--- config.mk ---
export PLATFORM = sky130hd
export DESIGN_NAME = vend_key_filter_flat
export DESIGN_NICKNAME = d
export VERILOG_FILES = /design/src/rtl/vend_key_filter_if.sv /design/src/rtl/vend_key_filter.sv /design/src/flat_wrapper.sv
export SDC_FILE = /design/constraint.sdc
export NUM_CORES = 1
export LEC_CHECK = 0
export BUFFER_PORTS_ARGS = -buffer_cell sky130_fd_sc_hd__buf_2
export CAP_MARGIN = 20
export CORE_AREA = 10 10 78 80
export CTS_BUF_LIST = sky130_fd_sc_hd__clkbuf_4 sky130_fd_sc_hd__clkbuf_8
export CTS_CLUSTER_SIZE = 40
export DETAILED_ROUTE_END_ITERATION = 10
export DIE_AREA = 0 0 88 90
export HOLD_SLACK_MARGIN = 0.03
export PLACE_DENSITY_LB_ADDON = 0.2
export SLEW_MARGIN = 20
export SYNTH_ARGS = -nofsm -noshare
export SYNTH_HDL_FRONTEND = slang
export SYNTH_SLANG_ARGS = --single-unit
--- constraint.sdc ---
create_clock -name sys_clk -period 5.7 [get_ports sys_clk]
set_input_delay 1.14 -clock sys_clk [delete_from_list [all_inputs] [get_ports sys_clk]]
set_output_delay 1.14 -clock sys_clk [all_outputs]
set_load 0.01 [all_outputs]
--- src/rtl/vend_key_filter_if.sv ---
// Key-filter bus: raw active-low key lines in, clean one-cycle pulses out.
// coin_cnt exists only when VEND_COIN_CNT_EN is defined.
interface vend_key_filter_if;
  logic       key_coin_n;
  logic       key_refund_n;
  logic       coin;
  logic       refund_request;
`ifdef VEND_COIN_CNT_EN
  logic [7:0] coin_cnt;
`endif

  modport master (
    output key_coin_n,
    output key_refund_n,
    input  coin,
`ifdef VEND_COIN_CNT_EN
    input  coin_cnt,
`endif
    input  refund_request
  );

  modport slave (
    input  key_coin_n,
    input  key_refund_n,
    output coin,
`ifdef VEND_COIN_CNT_EN
    output coin_cnt,
`endif
    output refund_request
  );
endinterface

--- src/rtl/vend_key_filter.sv ---
// Synchronise and debounce the coin/refund keys into single-cycle pulses.
// Optional VEND_COIN_CNT_EN adds an 8-bit wrapping accepted-coin counter.
module vend_key_filter #(
  parameter int unsigned CNT_MAX = 999_999,
  parameter int unsigned CNT_W   = 20
) (
  input  logic               sys_clk,
  input  logic               sys_rst,
  vend_key_filter_if.slave   bus
);

  typedef enum logic [1:0] {IDLE, PRESS_FLT, DOWN, REL_FLT} state_t;

  localparam logic [CNT_W-1:0] CNT_TOP = CNT_W'(CNT_MAX);

  // bit 0 = coin, bit 1 = refund
  logic [1:0] s1;
  logic [1:0] s2;
  logic [1:0] acc;
  logic       coin_q;
  logic       refund_q;
  logic       refund_pend;

  always_ff @(posedge sys_clk) begin
    if (sys_rst) begin
      s1 <= '1;
      s2 <= '1;
    end else begin
      s1 <= {bus.key_refund_n, bus.key_coin_n};
      s2 <= s1;
    end
  end

  for (genvar k = 0; k < 2; k++) begin : g_key
    state_t           state_q;
    state_t           state_d;
    logic [CNT_W-1:0] cnt_q;
    logic [CNT_W-1:0] cnt_d;
    logic             acc_k;

    always_ff @(posedge sys_clk) begin
      if (sys_rst) begin
        state_q <= IDLE;
        cnt_q   <= '0;
      end else begin
        state_q <= state_d;
        cnt_q   <= cnt_d;
      end
    end

    always_comb begin
      state_d = state_q;
      cnt_d   = cnt_q;
      acc_k   = 1'b0;
      case (state_q)
        IDLE: begin
          if (!s2[k]) begin
            state_d = PRESS_FLT;
            cnt_d   = '0;
          end
        end
        PRESS_FLT: begin
          if (s2[k]) begin
            state_d = IDLE;
            cnt_d   = '0;
          end else if (cnt_q == CNT_TOP) begin
            state_d = DOWN;
            cnt_d   = '0;
            acc_k   = 1'b1;
          end else begin
            cnt_d = cnt_q + CNT_W'(1);
          end
        end
        DOWN: begin
          if (s2[k]) begin
            state_d = REL_FLT;
            cnt_d   = '0;
          end
        end
        REL_FLT: begin
          if (!s2[k]) begin
            state_d = DOWN;
            cnt_d   = '0;
          end else if (cnt_q == CNT_TOP) begin
            state_d = IDLE;
            cnt_d   = '0;
          end else begin
            cnt_d = cnt_q + CNT_W'(1);
          end
        end
        default: begin
          state_d = IDLE;
          cnt_d   = '0;
        end
      endcase
    end
  end

  assign acc = {g_key[1].acc_k, g_key[0].acc_k};

  // Coin wins a simultaneous accept; the refund is deferred one cycle.
  always_ff @(posedge sys_clk) begin
    if (sys_rst) begin
      coin_q      <= 1'b0;
      refund_q    <= 1'b0;
      refund_pend <= 1'b0;
    end else begin
      coin_q      <= acc[0];
      refund_q    <= (acc[1] & ~acc[0]) | refund_pend;
      refund_pend <= acc[1] & acc[0];
    end
  end

  assign bus.coin           = coin_q;
  assign bus.refund_request = refund_q;

`ifdef VEND_COIN_CNT_EN
  logic [7:0] coin_cnt_q;

  always_ff @(posedge sys_clk) begin
    if (sys_rst) begin
      coin_cnt_q <= '0;
    end else if (acc[0]) begin
      coin_cnt_q <= coin_cnt_q + 8'd1;
    end
  end

  assign bus.coin_cnt = coin_cnt_q;
`endif

endmodule

--- src/flat_wrapper.sv ---
// flat-port wrapper written by rule: the top's interface ports become plain ports
module vend_key_filter_flat 
#(
  parameter int unsigned CNT_MAX = 999_999,
  parameter int unsigned CNT_W   = 20
)
  (sys_clk, sys_rst, bus_key_coin_n, bus_key_refund_n, bus_coin, bus_refund_request);
  vend_key_filter_if bus_i ();
  input  logic sys_clk;
  input  logic sys_rst;
  input wire logic [$bits(bus_i.key_coin_n)-1:0] bus_key_coin_n;
  input wire logic [$bits(bus_i.key_refund_n)-1:0] bus_key_refund_n;
  output wire logic [$bits(bus_i.coin)-1:0] bus_coin;
  output wire logic [$bits(bus_i.refund_request)-1:0] bus_refund_request;
  assign bus_i.key_coin_n = bus_key_coin_n;
  assign bus_i.key_refund_n = bus_key_refund_n;
  assign bus_coin = bus_i.coin;
  assign bus_refund_request = bus_i.refund_request;
  vend_key_filter #(.CNT_MAX(CNT_MAX), .CNT_W(CNT_W)) u_core (.sys_clk(sys_clk), .sys_rst(sys_rst), .bus(bus_i));
endmodule
==> reports/metrics.yaml, run 1 <==
place:
  pre_cts_slack_ns: 2.811
  place_inst: 358
  gp_congestion: 0.8325
  place_area_um2: 2566
  dp_hpwl_um: 3505
  io_buffers: 5
critical_path:
  crit_family: "simple AND/OR/NAND/NOR gates"
  path_buf_inv: 0
  path_class: "reg2reg"
  path_max_fanout: 28
  cp.arrival_ns: 2.80
  critPathMaxStageDelay_ns: 0.85
  worstSetupStartpointType: "register"
  critPathRequiredTime_ns: 5.94
  cp_cell_sequence: "ha_1, nor2b_1, and4_1, a211oi_4, or4b_1, o21ai_1"
  crit_slowest_cell: "a211oi_4"
  worst_setup_path_end_kind: "register"
floorplanning:
  die_x_um: 88
  start_util_pct: 55.46
  ios: 6
  die_area_um2: 7920
  rows: 25
  core_area_um2: 4598
  dieHeight_um: 90
yosys:
  synthDominantCellAreaShare_pct: 40.04
  synth_seq_cells: 51
  synthArstFlopShare_pct: 0
  synthCells: 311
  synth_edf_count: 0
  synth_top_family_by_area: "simple AND/OR/NAND/NOR gates"
  synthSimpleGateAreaFrac_pct: 30.81
  ys_types: 50
  synth_compound_gate_area_share_pct: 19.63
  ys.flop_type: "dfxtp_1"
  synthAdderAreaFrac_pct: 0.9814
  avgSynthCellArea_um2: 8.199
  ys_top_cells_by_area: "dfxtp_1, nand2_1, a21oi_1"
  syn-num-nets: 317
  muxShareOfSynthArea_pct: 1.178
  seq_area_frac_synth_pct: 40.04
  synthesis.area_um2: 2550
  yosysWarnings: 0
  synth-xor-area-share_pct: 2.748
  synth.largest_area_cell: "dfxtp_1"
timing:
  clock_skew_ns: 0.007820
  hold_viol_final: 0
  rsz0062_at_grt: "no"
  fin_ws_ns: 3.137
  finalMaxSlewViolations: 0
  hold_slack_ns: 0.4314
  finalSetupViolations: 0
  setup_tns_ns: 0
  period_share_pct: 44.97
  tightestPinTransition_ns: 1.092
  max_slew_margin_pct: 26.63
  period_needed_ns: 2.563
  fmax_mhz: 390.1
clock_tree:
  hold_buffers: 0
  cts.clk_slew.worst_paths_ns: 0.09
  htree_num_levels: 2
  clockBufferDepth: 2
  clk_latency_ns: 0.30
  postCtsSetupRepairBufs: 0
  cts_resized: 0
  cts_tree: "done"
  cts_root_buf: "clkbuf_8"
  cts.sinks: 51
  cts_buffers: 5
global_routing:
  grt_usage_pct: 12.84
  antenna_found_initial: 0
  grt_max_degree: 29
  grt_pass1_vias: 1811
  grt_overflow: 0
  grt_pass1_wl_um: 8514
routing:
  vias: 2228
  postRouteAntennaNets: 0
  dr.pass1.iters: 5
  drc: 0
  drt_iter0_drc: 156
  via_per_inst: 6.087
  routed_wl_um: 5039
  wl_per_cell_um: 13.77
power_and_ir_drop:
  power_uw: 599.0
  ir_drop_mv: 0.1855
  power_density_nw_per_um2: 224.8
  power.leakage_nw: 0.8059
finish:
  antenna_cells: 0
  final_nets: 317
  fin_area_um2: 2665
  drive_gt1_share_pct: 8.654
  layoutNonFillerInstCount: 366
  final_core_util_pct: 57.96
  nFillCells: 408
  layout_common_cells: "dfxtp_1, nand2_1, a21oi_1"
  layout_commonest_cell: "dfxtp_1"
  area_delta_synth_final_pct: 4.514
outcome:
  status: "finished, final reports clean"
min_path:
  holdCritPathClass: "reg2reg"
job:
  drv_cap: 0
==> sequential cells by signal, indices dropped and copies added (netlist names), named ones only <==
register and flops:
u_core.g_key.cnt_q 40, u_core.g_key.state_q 2, u_core.s1 2, u_core.s2 2
u_core.bus.coin 1, u_core.bus.refund_request 1, u_core.refund_pend 1
==> where the power goes <==
group	total, mW	internal, mW	switching [mW]
logic	0.0196	0.00657	0.0130
registers	0.361	0.359	0.00200
clock network	0.219	0.0992	0.120
total	0.599	0.464	0.135
==> worst register-to-register path, cell delays in order, from the launching register on <==
cell and delay (ns):
dfxtp_1 0.36, ha_1 0.26, nor2b_1 0.16, and4_1 0.29, a211oi_4 0.85, or4b_1 0.50
o21ai_1 0.08
==> logic make-up (layout without fill, tap and decap cells) <==
logic type | after synthesis | in the layout
compound gates | 80 | 80
xor+xnor | 8 | 8
fa+ha+maj | 2 | 2
buf+inv | 22 | 23
flops | 51 | 51
mux | 3 | 3
simple gates | 145 | 145
==> final cells by class <==
cell class	count	area (um^2)	area share, %
Clock buffer	6	82.58	3.099
Clock inverter	2	16.27	0.6103
Inverter	9	33.78	1.268
Multi-Input combinational cell	238	1411	52.96
Sequential cell	51	1021	38.31
Tap cell	54	67.56	2.535
Timing Repair Buffer	6	32.53	1.221
==> final timing paths <==
kind,cells after the start,endpoint,slack [ns],startpoint
worst max-delay path,6,u_core.g_key[0].cnt_q[9],3.14,u_core.g_key[0].cnt_q[0]
worst min-delay path,1,u_core.s2[1],0.43,u_core.s1[1]
worst max register to register,6,u_core.g_key[0].cnt_q[9],3.14,u_core.g_key[0].cnt_q[0]
worst min register to register,1,u_core.s2[1],0.43,u_core.s1[1]
==> cells in the mapped netlist (6+ instances only) <==
cell and n:
dfxtp_1 51, nand2_1 40, a21oi_1 28, nand3_1 21
a31oi_1 20, nor2_1 18, nor3_1 13, o21ai_0 11
inv_1 9, nand4_1 8, xnor2_1 6
==> layer usage <==
layer / wire length (um) / vias up / track usage (%)
li1: - / 1154 / -
met1: 2598 / 1030 / 18.91
met2: 2134 / 42 / 16.69
met3: 269 / 2 / 4.242
met4: 37 / 0 / 4.388
met5: 0 / - / 0
Note: power is estimated with default switching activity, not from simulation.
==> run 2, diff against run 1 <==
- ABC_AREA: not set -> 1
- CORE_AREA: 10 10 78 80 -> 10 10 83 85
- DIE_AREA: 0 0 88 90 -> 0 0 93 95
- clock period: 5.7 -> 2.1 ns (I/O delays scaled with it)
==> reports/metrics.yaml, run 2 <==
finish:
  regMostFlops: "u_core.g_key.cnt_q"
  antenna_cells: 0  # unchanged
  layoutNonFillerInstCount: 544  # +49%
  multi_input_area_um2: 1672  # +18%
  largest_register_ffs: 40  # unchanged
  fin_area_um2: 3154  # +18%
  drive_gt1_share_pct: 9.958  # +1.3 points
  seq_area_um2: 1021  # unchanged
  area_delta_synth_final_pct: 6.913
  nFillCells: 559  # +37%
  final_core_util_pct: 59.10  # +1.1 points
  layout_common_cells: "nand2_1, nor2_1, inv_1"
  layout_commonest_cell: "nand2_1"
  final_nets: 477  # +50%
yosys:
  ys.flop_type: "dfxtp_1"
  synth-xor-area-share_pct: 2.375  # -0.37 points
  avgSynthCellArea_um2: 6.345  # -23%
  synthCells: 465  # +50%
  synthArstFlopShare_pct: 0  # unchanged
  synth_seq_cells: 51  # unchanged
  synthesis.area_um2: 2950  # +16%
  synth_edf_count: 0  # unchanged
  ys_types: 33  # -34%
  synth_compound_gate_area_share_pct: 10.94  # -8.7 points
  ys_top_cells_by_area: "dfxtp_1, nand2_1, nor2_1"
  muxShareOfSynthArea_pct: 0  # -1.2 points
  synthTopCellsByCount: "nand2_1, nor2_1, inv_1"
  synth.largest_area_cell: "dfxtp_1"
  synth_top_family_by_area: "simple AND/OR/NAND/NOR gates"
  yosysMostFrequentCell: "nand2_1"
  syn-num-nets: 471  # +49%
  yosysWarnings: 0  # unchanged
  seq_area_frac_synth_pct: 34.61  # -5.4 points
  synthDominantCellAreaShare_pct: 34.61  # -5.4 points
  synthSimpleGateAreaFrac_pct: 42.49  # +12 points
  synthAdderAreaFrac_pct: 0.8482  # -0.13 points
routing:
  drt_iter0_drc: 149  # -4.5%
  via_per_inst: 5.261  # -14%
  postRouteAntennaNets: 0  # unchanged
  dr.pass1.iters: 4  # -1
  drc: 0  # unchanged
  routed_wl_um: 7023  # +39%
  vias: 2862  # +28%
  wl_per_cell_um: 12.91  # -6.2%
timing:
  rsz0062_at_grt: "no"
  setup_tns_ns: 0  # unchanged
  tightestPinTransition_ns: 0.6141  # -0.4781 ns
  hold_viol_final: 0  # unchanged
  finalMaxSlewViolations: 0  # unchanged
  finalSetupViolations: 0  # unchanged
  period_share_pct: 77.86  # +33 points
  fmax_mhz: 611.6  # +57%
  period_needed_ns: 1.635  # -0.9280 ns
  max_slew_margin_pct: 58.81  # +32 points
  fin_ws_ns: 0.4649  # -2.672 ns
  clock_skew_ns: 0.009637  # +0.001817 ns
  hold_slack_ns: 0.2835  # -0.1479 ns
power_and_ir_drop:
  power_density_nw_per_um2: 554.5  # +150%
  power.leakage_nw: 1.125  # +40%
  ir_drop_mv: 0.4484  # +140%
  power_mw: 1.749  # +190%
global_routing:
  grt_pass1_vias: 2727  # +51%
  antenna_found_initial: 0  # unchanged
  grt_overflow: 0  # unchanged
  grt_pass1_wl_um: 12030  # +41%
  grt_max_degree: 27  # -6.9%
  grt_usage_pct: 16.58  # +3.7 points
critical_path:
  worstSetupStartpointType: "register"
  cp.arrival_ns: 1.84  # -0.96 ns
  reg2reg_from: "u_core.g_key[0].cnt_q[1]"
  reg2reg_slack_ns: 0.46  # -2.67 ns
  path_class: "reg2reg"
  rr_worst_depth: 8  # +2
  path_max_fanout: 4  # -86%
  worst_setup_path_end_kind: "register"
  cp-startpoint: "u_core.g_key[0].cnt_q[1]"
  endpoint: "u_core.g_key[0].cnt_q[16]"
  reg2reg_to: "u_core.g_key[0].cnt_q[16]"
  critPathRequiredTime_ns: 2.30  # -3.64 ns
clock_tree:
  hold_buffers: 0  # unchanged
  clockBufferDepth: 2  # unchanged
  cts.clk_slew.worst_paths_ns: 0.10  # about the same
  clk_latency_ns: 0.31  # about the same
  cts_tree: "done"
  cts_root_buf: "clkbuf_8"
  postCtsSetupRepairBufs: 0  # unchanged
  cts.sinks: 51  # unchanged
  cts_resized: 0  # unchanged
  cts_buffers: 5  # unchanged
  htree_num_levels: 2  # unchanged
job:
  drv_cap: 0  # unchanged
min_path:
  holdCritPathClass: "in2reg"
  hold_start: "bus_key_coin_n"
place:
  place_inst: 536  # +50%
  pre_cts_slack_ns: 0.5064  # -2.305 ns
  gp_congestion: 0.8977  # +7.8%
  io_buffers: 5  # unchanged
  dp_hpwl_um: 5173  # +48%
  place_area_um2: 3038  # +18%
floorplanning:
  rows: 27  # +8.0%
  die_x_um: 93  # +5.7%
  ios: 6  # unchanged
  dieHeight_um: 95  # +5.6%
  core_area_um2: 5338  # +16%
  start_util_pct: 55.27  # -0.18 points
  die_area_um2: 8835  # +12%
outcome:
  status: "finished, final reports clean"
==> run 2: cell count changes in the layout (fill, tap and decap cells not counted), sizes merged, moves of 6 or more <==
| cell | before | now |
|---|---|---|
| xor2 | 2 | 8 |
| nand4 | 8 | 15 |
| xnor2 | 6 | 0 |
| or4 | 7 | 0 |
| nand2 | 40 | 139 |
| a31oi | 20 | 0 |
| inv | 9 | 56 |
| nor2 | 18 | 75 |
| nand3 | 21 | 31 |
==> run 2: where the power goes <==
| group | internal, mW | switching (mW) |
|---|---|---|
| clock network | 0.362 | 0.345 |
| logic | 0.0152 | 0.0529 |
| registers | 0.972 | 0.00221 |
==> run 2: per-layer routing <==
metal  global-route usage [%]  vias up  wire length [um]
met4                    7.841        0               177
met3                    2.934       14               258
met2                    30.02       57              3552
met1                    18.41     1296              3035
met5                        0        -                 0
li1                         -     1495                 -
==> run 2: worst max-delay path, cell delays in order, from the launching register on <==
cell and delay (ns):
dfxtp_1 0.38, ha_1 0.20, nand2_2 0.08, nor2_1 0.17, nand2_1 0.10, nor2_1 0.20, nand3_1 0.13, o21ai_0 0.19
a21oi_1 0.09
==> run 2: layout make-up <==
cell class	count	share of cell area [%]
clock inverter	3	1.507
timing repair buffer	7	1.269
inverter	57	6.823
multi-input combinational	349	52.99
sequential	51	32.37
clock buffer	5	2.182
tap	72	2.856
==> run 2: cells by family (layout without fill, tap and decap cells) <==
group	Yosys count	count (layout)
xor+xnor	8	8
buf+inv	65	72
simple gates	280	280
compound gates	59	59
flops	51	51
fa+ha+maj	2	2
==> run 2: worst min-delay path by stage <==
stage,to,slack [ns],depth (start not counted)
after floorplan,u_core.s2[0],0.39,1
after global placement,u_core.s2[1],0.39,1
after detailed placement,u_core.s2[1],0.39,1
after CTS,u_core.s1[0],0.27,2
after global routing,u_core.s1[1],0.28,2
final,u_core.s1[0],0.28,2
